$ cat src/rtl/alarm_scheduler.sv
// alarm_scheduler: debounced smoke/power monitor with latched alarm, silence window and blinking fault siren
module alarm_scheduler_debounce #(
    parameter int   CYCLES     = 4,
    parameter logic INIT_LEVEL = 1'b0
) (
    input  logic clk,
    input  logic rst,
    input  logic raw,
    output logic level
);
    localparam int W = $clog2(CYCLES + 1);
    localparam logic [W-1:0] LAST = W'(CYCLES - 1);
    localparam logic [W-1:0] ONE  = W'(1);

    logic [W-1:0] cnt_q, cnt_d;
    logic         level_q, level_d;

    // count consecutive samples that disagree with the accepted level; accept on the last one
    always_comb begin
        level_d = level_q;
        cnt_d   = '0;
        if (raw != level_q) begin
            if (cnt_q == LAST) level_d = raw;
            else               cnt_d   = cnt_q + ONE;
        end
    end

    // debouncer state registers
    always_ff @(posedge clk) begin
        if (rst) begin
            cnt_q   <= '0;
            level_q <= INIT_LEVEL;
        end else begin
            cnt_q   <= cnt_d;
            level_q <= level_d;
        end
    end

    assign level = level_q;
endmodule

module alarm_scheduler #(
    parameter int DEB_CYCLES     = 4,
    parameter int CONFIRM_CYCLES = 8,
    parameter int SILENCE_CYCLES = 16,
    parameter int BLINK_CYCLES   = 2
) (
    input  logic       clk,
    input  logic       rst,
    input  logic       power_ok,
    input  logic       humo,
    input  logic       ack,
    output logic       luz_ok,
    output logic       luz_warn,
    output logic       luz_fault,
    output logic       alarma_humo,
    output logic       alarma_power,
    output logic [2:0] state
);
    localparam int TMAX = (CONFIRM_CYCLES > SILENCE_CYCLES) ? CONFIRM_CYCLES : SILENCE_CYCLES;
    localparam int TW   = $clog2(TMAX + 1);
    localparam int BW   = $clog2(BLINK_CYCLES + 1);
    localparam logic [TW-1:0] CONF_LAST = TW'(CONFIRM_CYCLES - 1);
    localparam logic [TW-1:0] SIL_LAST  = TW'(SILENCE_CYCLES - 1);
    localparam logic [TW-1:0] T_ONE     = TW'(1);
    localparam logic [BW-1:0] BL_LAST   = BW'(BLINK_CYCLES - 1);
    localparam logic [BW-1:0] B_ONE     = BW'(1);

    typedef enum logic [2:0] {
        INIT     = 3'd0,
        MONITOR  = 3'd1,
        CONFIRM  = 3'd2,
        ALARM    = 3'd3,
        SILENCED = 3'd4,
        FAULT    = 3'd5
    } state_t;

    state_t        state_q, state_d;
    logic [TW-1:0] timer_q, timer_d;
    logic [BW-1:0] blink_cnt_q, blink_cnt_d;
    logic          blink_q, blink_d;
    logic          hs_db, pw_db;
    logic          supervised;

    alarm_scheduler_debounce #(.CYCLES(DEB_CYCLES), .INIT_LEVEL(1'b0)) u_hs_deb (
        .clk   (clk),
        .rst   (rst),
        .raw   (humo),
        .level (hs_db)
    );

    alarm_scheduler_debounce #(.CYCLES(DEB_CYCLES), .INIT_LEVEL(1'b1)) u_pw_deb (
        .clk   (clk),
        .rst   (rst),
        .raw   (power_ok),
        .level (pw_db)
    );

    assign supervised = (state_q == MONITOR) || (state_q == CONFIRM) ||
                        (state_q == ALARM)   || (state_q == SILENCED);

    // next-state and shared timer; loss of power overrides every smoke transition
    always_comb begin
        state_d = state_q;
        timer_d = timer_q;
        case (state_q)
            INIT:     state_d = MONITOR;
            MONITOR:  if (hs_db) begin
                          state_d = CONFIRM;
                          timer_d = '0;
                      end
            CONFIRM:  if (!hs_db)                 state_d = MONITOR;
                      else if (timer_q == CONF_LAST) state_d = ALARM;
                      else                        timer_d = timer_q + T_ONE;
            ALARM:    if (ack) begin
                          state_d = SILENCED;
                          timer_d = '0;
                      end
            SILENCED: if (!hs_db)                 state_d = MONITOR;
                      else if (timer_q == SIL_LAST) state_d = ALARM;
                      else                        timer_d = timer_q + T_ONE;
            FAULT:    if (pw_db) begin
                          state_d = MONITOR;
                          timer_d = '0;
                      end
            default:  state_d = INIT;
        endcase
        if (supervised && !pw_db) state_d = FAULT;
    end

    // blink generator armed at 1 outside FAULT so the siren starts high on entry
    always_comb begin
        blink_d     = blink_q;
        blink_cnt_d = '0;
        if (state_q != FAULT) blink_d = 1'b1;
        else if (blink_cnt_q == BL_LAST) blink_d = ~blink_q;
        else blink_cnt_d = blink_cnt_q + B_ONE;
    end

    // state, timer and blink registers
    always_ff @(posedge clk) begin
        if (rst) begin
            state_q     <= INIT;
            timer_q     <= '0;
            blink_cnt_q <= '0;
            blink_q     <= 1'b1;
        end else begin
            state_q     <= state_d;
            timer_q     <= timer_d;
            blink_cnt_q <= blink_cnt_d;
            blink_q     <= blink_d;
        end
    end

    // Moore decode of the state register
    always_comb begin
        luz_ok       = (state_q == MONITOR);
        luz_warn     = (state_q == CONFIRM) || (state_q == ALARM) || (state_q == SILENCED);
        luz_fault    = (state_q == FAULT);
        alarma_humo  = (state_q == ALARM);
        alarma_power = (state_q == FAULT) ? blink_q : 1'b0;
        state        = state_q;
    end
endmodule
$ cat config.mk
export PLATFORM = sky130hd
export DESIGN_NAME = alarm_scheduler
export DESIGN_NICKNAME = d
export VERILOG_FILES = /design/src/rtl/alarm_scheduler.sv
export SDC_FILE = /design/constraint.sdc
export NUM_CORES = 1
export LEC_CHECK = 0
export BUFFER_PORTS_ARGS = -buffer_cell sky130_fd_sc_hd__buf_2
export CORE_MARGIN = 2
export CORE_UTILIZATION = 30
export DETAILED_ROUTE_END_ITERATION = 16
export REMOVE_ABC_BUFFERS = 1
export SYNTH_ARGS = -nofsm -noshare
export SYNTH_HDL_FRONTEND = slang
export SYNTH_HIERARCHICAL = 1
export SYNTH_SLANG_ARGS = --single-unit
$ cat constraint.sdc
create_clock -name clk -period 1.91 [get_ports clk]
set_clock_uncertainty 0.15 [all_clocks]
set_input_delay 0.573 -clock clk [delete_from_list [all_inputs] [get_ports clk]]
set_output_delay 0.573 -clock clk [all_outputs]
set_load 0.03 [all_outputs]
==> results of run 1 <==
-- final cells by class --
type / count / area, sq um / share of cell area
tap: 50 / 62.56 / 0.03823
clock inverter: 1 / 7.507 / 0.004587
sequential: 19 / 389.1 / 0.2378
multi-input combinational: 94 / 877.1 / 0.5359
timing repair buffer: 29 / 229.0 / 0.1399
clock buffer: 3 / 41.29 / 0.02523
inverter: 8 / 30.03 / 0.01835
-- repair_timing --
| item | CTS | global route |
|---|---|---|
| hold buffers | 0 | 0 |
| gates cloned | 0 | 0 |
| pin swaps | 4 | 5 |
| gates resized for setup | 27 | 5 |
| setup buffers | 2 | 2 |
| hold endpoints to repair | 0 | 0 |
| setup endpoints to repair | 13 | 11 |
-- synth_stat cells, types with 2 or more instances --
master,instances,area share
and2b_1,4,0.024
a211o_2,2,0.016
nor3_1,4,0.016
xnor2_1,2,0.014
o311a_1,2,0.016
nand4_1,4,0.020
nor4_1,6,0.030
inv_1,8,0.024
ha_1,7,0.069
nor4bb_1,2,0.016
mux2i_1,2,0.016
nand2_1,2,0.0059
nor2_1,2,0.0059
nand2b_1,2,0.0099
nand4bb_1,2,0.018
buf_6,3,0.027
nor3b_1,2,0.012
buf_4,2,0.012
o31ai_1,3,0.018
or2b_1,2,0.012
a21oi_1,8,0.032
and3_1,2,0.0099
dfxtp_1,19,0.30
o41ai_1,2,0.014
nor2b_1,5,0.025
o41ai_2,2,0.026
nor4b_2,2,0.024
-- metal layers --
| layer | part of all wire | track usage | up-vias |
|---|---|---|---|
| met2 | 0.52 | 0.2416 | 20 |
| met4 | 0.031 | 0.08578 | 0 |
| met1 | 0.43 | 0.1299 | 506 |
| li1 | - | - | 535 |
| met3 | 0.027 | 0.02110 | 9 |
| met5 | 0 | 0 | - |
-- per-stage QoR --
step / cells / hold WS (ps) / setup TNS [ps]
global route: 204 / 312.6 / -509.6
global placement: 196 / 262.9 / -114.9
CTS: 202 / 289.5 / -102.7
floorplan: 121 / 253.7 / -2882
finish: 204 / 288.6 / -64.73
detailed placement: 196 / 276.5 / -542.7
-- kinds of logic (layout without fill, tap and decap cells) --
kind of cell    Yosys count  after routing  synth area share
simple gates             49             49            0.2799
compound gates           32             32            0.2196
flops                    19             19            0.3007
buf+inv                  16             41           0.08109
fa+ha+maj                 7              7           0.06924
xor+xnor                  4              4           0.03364
mux                       2              2           0.01583
-- path summary, 6_finish.rpt --
path	start	endpoint	slack, ps	depth (start not counted)
worst min-delay path	blink_cnt_q[0]$_SDFF_PP0_	blink_cnt_q[0]$_SDFF_PP0_	290	1
worst min register to register	blink_cnt_q[0]$_SDFF_PP0_	blink_cnt_q[0]$_SDFF_PP0_	290	1
worst max-delay path	timer_q[0]$_SDFFE_PP0P_	timer_q[3]$_SDFFE_PP0P_	-50	7
worst max register to register	timer_q[0]$_SDFFE_PP0P_	timer_q[3]$_SDFFE_PP0P_	-50	7
-- where the power goes --
group / internal [W] / total (W) / switching, W
registers: 0.000428 / 0.000459 / 0.0000313
logic: 0.000350 / 0.000812 / 0.000462
clock network: 0.000147 / 0.000293 / 0.000145
total: 0.000926 / 0.00156 / 0.000638
-- flip-flops by register name, indices dropped and copies added (netlist names) --
name	flops
blink_cnt_q	2
timer_q	5
u_pw_deb/level	1
u_hs_deb/level	1
state	3
u_hs_deb/cnt_q	3
blink_q	1
u_pw_deb/cnt_q	3
==> flow_metrics.tcl, run 1 <==
set metrics [dict create \
    maxSlewHeadroom 0.6719 \
    ant_nets 0 \
    critPathSlowestCell "dfxtp_2" \
    fin_crit_sh 1.027 \
    synth_edf_count 0 \
    htree_num_levels 1 \
    async_reset_ff_frac 0 \
    arrival_ps 1950 \
    status "finished with violations" \
    hpwl_microns 1994 \
    grt_pass1_vias 1029 \
    seq_area_frac_synth 0.3007 \
    dieHeight_microns 68.94 \
    routedWlPerCell_microns 13.97 \
    netlist_instances 129 \
    max-clock-path-buffers 2 \
    drcViolationCount 0 \
    netlist_area_sq_um 1265 \
    cpLargestDelayFamily "compound AO/OA/AOI/OAI gates" \
    ys_ff_latch 19 \
    die-area_sq_um 4752 \
    cts.sinks 19 \
    grt_max_degree 31 \
    hold_viol 0 \
    io_buffers 12 \
    detailed_place.area_sq_um 1425 \
    critPathMaxFanout 5 \
    gr-usage-all-layers 0.1291 \
    powerDensity_nw_per_um2 955.7 \
    antenna_found_initial 0 \
    grt_first_pass_wirelength_microns 4478 \
    layout_commonest_cell "buf_4" \
    drive_gt1_frac 0.4286 \
    cts-root-buf "clkbuf_8" \
    postSynthAreaPerCell_sq_um 9.806 \
    yosysUniqueCellTypes 53 \
    initialDrtViolationCount 52 \
    vias 1070 \
    vias_per_cell 5.245 \
    hold_path.class "reg2reg" \
    vdd_drop_max_uv 323.6 \
    path_cells "ha_4 > and3_4 > ha_4 > and2b_1 > o21a_4 > o41ai_4 > o41ai_2" \
    layout_common_cells "16 x buf_4, 14 x dfxtp_1, 8 x inv_1, 8 x buf_2, 7 x a21oi_1" \
    cts-buffers-inserted 3 \
    drt_pre_antenna_iters 4 \
    tritoncts "built" \
    fin_nets 167 \
    fill_cells 403 \
    ioPinCount 13 \
    final_core_util 0.4062 \
    power_leakage_nw 0.5981 \
    startpoint_type "flop" \
    clock_latency_ps 260 \
    finalSetupViolations 2 \
    cp.required_ps 1900 \
    slowest_delay_ps 340 \
    ys.flop_type "dfxtp_1" \
    crit_top_cell "ha_4" \
    rsz0062_at_grt "yes" \
    max_clock_freq_ghz 0.5099 \
    fp.dieW_microns 68.94 \
    row_count 23 \
    worst_slack_ps -51.29 \
    p_total_w 0.001564 \
    violations "negative setup slack" \
    grt_overflow_total 0 \
    syn2layout_area_growth_pct 29.38 \
    end_kind "flop" \
    wl_microns 2849 \
    crit_type "reg2reg" \
    finalCriticalPeriod_ps 1961 \
    cap_violations 0 \
    start_util 0.3140 \
    dp_slack_ps -191.5 \
    yosys_warnings 6 \
    coreArea_sq_um 4029 \
    cts.clk_slew.worst_paths_ps 80 \
    drv_slew 0 \
    num_antenna_cells 0 \
    critPathBufInv 0 \
    gp_congestion 0.7759 \
    tightest_slew_ps 489.1 \
    fin_area_sq_um 1637 \
]
Power figures use the tool's default switching activity.
==> run 2: changes to the inputs <==
- BUFFER_PORTS_ARGS: -buffer_cell sky130_fd_sc_hd__buf_2 -> not set
- DONT_BUFFER_PORTS: not set -> 1
==> run 2 against run 1 <==
  * Sequential share of layout area rose by 0.64 points
  * Critical endpoint is now alarma_power
  * Non-clock buffer count fell by 10
  * Critical path type is now reg2out
  * Sequential cell count did not move
  * Highest routed layer unchanged
  * The flow still finishes with violations (negative setup slack)
==> flow_metrics.tcl, run 2 (same netlist as run 1, synthesis figures left out) <==
set metrics [dict create \
    status "finished with violations" \
    worstHoldEndpoint "state[2]$_SDFFE_PP0P_" \
    syn2layout_area_growth_pct 26.81 \
    p_total_w 0.001637 \
    cts.clk_slew.worst_paths_ps 70 \
    grt_first_pass_wirelength_microns 4450 \
    largest_reg_flops 5 \
    drive_gt1_frac 0.3958 \
    power_leakage_nw 0.5442 \
    postCtsHoldBufs 0 \
    hpwl_microns 1899 \
    hold_depth 1 \
    initialDrtViolationCount 41 \
    vdd_drop_max_uv 401.7 \
    coreArea_sq_um 4029 \
    cts-root-buf "clkbuf_8" \
    maxSlewHeadroom 0.6655 \
    layout_common_cells "14 x dfxtp_1, 11 x buf_4, 7 x inv_1, 7 x a21oi_1, 6 x nor4_1" \
    dp_cells 189 \
    cts.sinks 19 \
    powerDensity_nw_per_um2 1020 \
    ioPinCount 13 \
    crit_type "reg2out" \
    arrival_ps 1210 \
    hold_path.class "in2reg" \
    end_kind "output pin" \
    crit_start "state[1]$_SDFFE_PP0P_" \
    violations "negative setup slack" \
    wl_microns 2988 \
    rsz0062_at_grt "yes" \
    layout_commonest_cell "dfxtp_1" \
    routedWlPerCell_microns 15.40 \
    num_antenna_cells 0 \
    antenna_found_initial 0 \
    ant_nets 0 \
    vias_per_cell 5.490 \
    reg2reg_setup_slack_ps 10 \
    drcViolationCount 0 \
    drv_slew 0 \
    max-clock-path-buffers 2 \
    start_util 0.3140 \
    cp.required_ps 1190 \
    grt_overflow_total 0 \
    detailed_place.area_sq_um 1428 \
    gr-usage-all-layers 0.1239 \
    hold_viol 0 \
    finalSetupViolations 1 \
    die-area_sq_um 4752 \
    fin_nets 157 \
    rr_worst_depth 9 \
    finalCriticalPeriod_ps 1934 \
    tightest_slew_ps 501.7 \
    regArea_sq_um 391.6 \
    worstReg2RegEnd "state[2]$_SDFFE_PP0P_" \
    fill_cells 394 \
    drt_pre_antenna_iters 4 \
    vias 1065 \
    row_count 23 \
    top_register "timer_q" \
    clock_latency_ps 260 \
    tritoncts "built" \
    io_buffers 0 \
    r2r_start "timer_q[1]$_SDFFE_PP0P_" \
    fin_area_sq_um 1604 \
    critPathMaxFanout 6 \
    grt_max_degree 23 \
    fin_crit_sh 1.012 \
    cap_violations 0 \
    worst_slack_ps -23.51 \
    multi_input_area_sq_um 878.3 \
    grt_pass1_vias 1002 \
    stdcell_count 194 \
    fp.dieW_microns 68.94 \
    gp_congestion 0.8643 \
    dieHeight_microns 68.94 \
    cts-buffers-inserted 3 \
    max_clock_freq_ghz 0.5172 \
    hp-start "rst" \
    final_core_util 0.3981 \
    htree_num_levels 1 \
    startpoint_type "flop" \
]
[run 2: cell count changes in the layout (fill, tap and decap cells not counted), moves of 2 or more]
cell     delta
buf_12      +2
buf_2       -8
buf_4       -5
o21ai_2     +2
o31ai_1     -3
o31ai_4     +3
o41ai_1     +2
[run 2: per-stage QoR]
| step | setup TNS [ps] | hold WS [ps] | setup WS [ps] |
|---|---|---|---|
| after global placement | -61.38 | 259.7 | -30.97 |
| after floorplan | -2882 | 253.7 | -540.4 |
| after detailed placement | -410.2 | 282.2 | -114.8 |
| after CTS | -3.888 | 219.3 | -3.888 |
| after global routing | -203.2 | 212.8 | -74.57 |
| final | -23.51 | 220.5 | -23.51 |
[run 2: worst max-delay path by stage]
stage                               to  slack, ps
4_1_cts                      luz_fault         -4
3_5_place_dp   timer_q[2]$_SDFFE_PP0P_       -110
6_report                  alarma_power        -20
3_3_place_gp   timer_q[2]$_SDFFE_PP0P_        -30
5_1_grt          state[2]$_SDFFE_PP0P_        -70
2_1_floorplan                 luz_warn       -540
[run 2: power by group]
part           switching, W  total, W  internal (W)  leakage (nW)
registers         0.0000358  0.000467      0.000431         0.157
logic              0.000486  0.000884      0.000398         0.364
clock network      0.000138  0.000286      0.000149        0.0228
total              0.000659   0.00164      0.000977         0.544
[run 2: layout make-up]
class / instances / share of cell area
Clock buffer: 4 / 0.02808
Inverter: 8 / 0.01872
Multi-Input combinational cell: 94 / 0.5476
Sequential cell: 19 / 0.2441
Tap cell: 50 / 0.03900
Timing Repair Buffer: 19 / 0.1225
[run 2: layer usage]
| metal | part of all wire | vias up | GRT usage |
|---|---|---|---|
| li1 | - | 517 | - |
| met1 | 0.39 | 519 | 0.1278 |
| met2 | 0.55 | 20 | 0.2380 |
| met3 | 0.037 | 9 | 0.03084 |
| met4 | 0.025 | 0 | 0.04657 |
| met5 | 0 | - | 0 |
[run 2: timing repair]
item | in CTS | in global routing
pin swaps | 5 | 6
cloned | 0 | 0
setup buffers | 0 | 1
gates resized for setup | 12 | 20
setup endpoints to repair | 13 | 13
[run 2: worst max-delay path, cell delays in order (launching register included)]
cell     delay [ps]
dfxtp_4         370
and2b_1         260
and3_4          200
buf_6           120
==> run 3: changes to the inputs <==
- SYNTH_HIERARCHICAL: 1 -> not set
==> run 3 against run 2 <==
  * The flow still finishes with violations (negative setup slack)
  * Via count fell by 17%
  * Clock power is 26% lower
  * Sequential share of layout area increased by 4.5 points
  * Worst setup slack better by 19 ps
  * Largest power group is now registers
  * Critical path depth increased by 1
  * Register-to-register slack about the same
  * Total power decreased by 57%
  * Sequential cell count is the same
  * Core utilization grew 0.49 points
  * Die area shrank 16%
  * Fmax up 1.0%
  * Non-clock buffer count decreased by 3
==> flow_metrics.tcl, run 3 <==
set metrics [dict create \
    finalSetupViolations 1 \
    synth_top_area_share 0.3623 \
    cts-buffers-inserted 3 \
    drive_gt1_frac 0.3383 \
    netlist_instances 118 \
    share_seq_of_total_power 0.581 \
    arrival_ps 1190 \
    crit_type "reg2out" \
    yosysUniqueCellTypes 37 \
    grt_max_degree 14 \
    holdWs_ps 156.9 \
    critPathSlowestCell "dfxtp_4" \
    drv_slew 0 \
    postCtsHoldBufs 0 \
    startpoint_type "flop" \
    clock_power_share 0.300 \
    synth.most_common_cell "dfxtp_1" \
    gp_congestion 0.8125 \
    fin_nets 146 \
    tritoncts "built" \
    dieHeight_microns 63.16 \
    netlist_area_sq_um 1050 \
    maxSlewHeadroom 0.7198 \
    hold_viol 0 \
    gr-usage-all-layers 0.1225 \
    io_buffers 0 \
    initialDrtViolationCount 42 \
    synthTopCellsByArea "dfxtp_1 36%, ha_1 8.3%, nor2_1 5.0%" \
    layout_common_cells "14 x dfxtp_1, 13 x buf_4, 12 x nor2_1" \
    synth_edf_count 0 \
    tightest_slew_ps 417.1 \
    cts.clk_slew.worst_paths_ps 120 \
    clock_latency_ps 310 \
    end_kind "output pin" \
    status "finished with violations" \
    htree_num_levels 1 \
    powerDensity_nw_per_um2 524.6 \
    grt_first_pass_wirelength_microns 3822 \
    die-area_sq_um 3989 \
    syn2layout_area_growth_pct 28.13 \
    ioPinCount 13 \
    largest_reg_flops 5 \
    yosysTopAreaCell "dfxtp_1" \
    stdcell_count 179 \
    hpwl_microns 1547 \
    critPathBufInv 2 \
    cts.sinks 19 \
    async_reset_ff_frac 0 \
    antenna_found_initial 0 \
    power_leakage_nw 0.4908 \
    dp_slack_ps -43.28 \
    postSynthAreaPerCell_sq_um 8.896 \
    path_cells "nor2b_4 > inv_1 > o21ai_1 > buf_4" \
    row_count 21 \
    p_sw_frac 0.2665 \
    cts-root-buf "clkbuf_4" \
    cp.required_ps 1190 \
    violations "negative setup slack" \
    cpLargestDelayFamily "flip-flops" \
    drcViolationCount 0 \
    dp_cells 171 \
    wl_microns 2196 \
    netSwitchingPower_w 0.0001880 \
    grt_overflow_total 0 \
    vias_per_cell 4.950 \
    cap_violations 0 \
    coreArea_sq_um 3337 \
    rsz0062_at_grt "yes" \
    grt_pass1_vias 907 \
    slowest_delay_ps 380 \
    max-clock-path-buffers 2 \
    fill_cells 350 \
    max_clock_freq_ghz 0.5224 \
    vias 886 \
    hold_path.class "in2reg" \
    critPathMaxFanout 4 \
    top_register "timer_q" \
    routedWlPerCell_microns 12.27 \
    finalCriticalPeriod_ps 1914 \
    drt_pre_antenna_iters 4 \
    layout_commonest_cell "dfxtp_1" \
    ant_nets 0 \
    fp.dieW_microns 63.16 \
    num_antenna_cells 0 \
    synth_common_cells "19 x dfxtp_1, 14 x nor2_1, 12 x inv_1" \
    worst_slack_ps -4.116 \
    ys.flop_type "dfxtp_1" \
    ys_ff_latch 19 \
    p_int_w 0.0005176 \
    fin_crit_sh 1.002 \
    seq_area_frac_synth 0.3623 \
    pwr-share-comb 0.119 \
    vdd_drop_max_uv 193.3 \
    yosys_warnings 0 \
    start_util 0.3146 \
]
## run 3: cell types whose count changed after synthesis, moves of 4 or more
cell     previous run  this run
inv_1               8        12
a21oi_1             8         0
nor2_1              2        14
nand4_1             4         0
nand2_1             2        11
nor2b_1             5         1
and2b_1             4         0
## run 3: what timing repair did
action	CTS	global route
setup buffers	1	3
setup endpoints to repair	11	11
pin swaps	1	5
gates resized for setup	18	11
## run 3: area by class of cell
type	instances	area (sq um)	area share
clock inverter	1	5.005	0.003721
multi-input combinational	81	688.2	0.5116
timing repair buffer	16	131.4	0.09767
tap	46	57.56	0.04279
inverter	13	51.30	0.03814
sequential	19	389.1	0.2893
clock buffer	3	22.52	0.01674
## run 3: stage by stage
step	total power (W)	setup TNS, ps	util	cell area [sq um]
6_report	0.0007056	-4.116	0.4031	1345
3_3_place_gp	0.0004871	0	0.3510	1171
3_5_place_dp	0.0004888	-118.4	0.3510	1171
4_1_cts	0.0007135	-33.73	0.3821	1275
5_1_grt	0.0007404	-234.5	0.4031	1345
2_1_floorplan	0.0004688	-1505	-	1023
## run 3: power groups by stage
stage / sequential, W / combinational (W) / clock (W)
2_1_floorplan: 0.000425 / 0.0000435 / 0
3_3_place_gp: 0.000419 / 0.0000685 / 0
3_5_place_dp: 0.000419 / 0.0000698 / 0
4_1_cts: 0.000411 / 0.0000850 / 0.000217
5_1_grt: 0.000411 / 0.0000922 / 0.000237
6_report: 0.000410 / 0.0000842 / 0.000212
## run 3: logic make-up after synthesis
logic type	count (synthesis)	share of synthesized area
AO/OA/AOI/OAI	18	0.1609
XOR/XNOR	5	0.04171
adder cells (fa/ha/maj)	7	0.08343
buffers and inverters	18	0.07150
flip-flops	19	0.3623
multiplexers	4	0.04291
AND/OR/NAND/NOR	47	0.2372
## run 3: metal layers
layer  share of wire  routed length [microns]  GRT usage
met2            0.52                     1140     0.2247
met4           0.027                       60    0.06389
met3           0.042                       92    0.03571
met5               0                        0          0
met1            0.41                      903     0.1243
## run 3: final timing paths
path	cells after the start	startpoint	slack, ps	endpoint
setup / recovery	4	state[2]$_SDFFE_PP0P_	-4	luz_warn
hold / removal	1	rst	160	state[2]$_SDFFE_PP0P_
setup reg to reg	7	timer_q[1]$_SDFFE_PP0P_	20	state[0]$_SDFFE_PP0P_
hold reg to reg	1	u_hs_deb.cnt_q[0]$_SDFF_PP0_	280	u_hs_deb.cnt_q[0]$_SDFF_PP0_
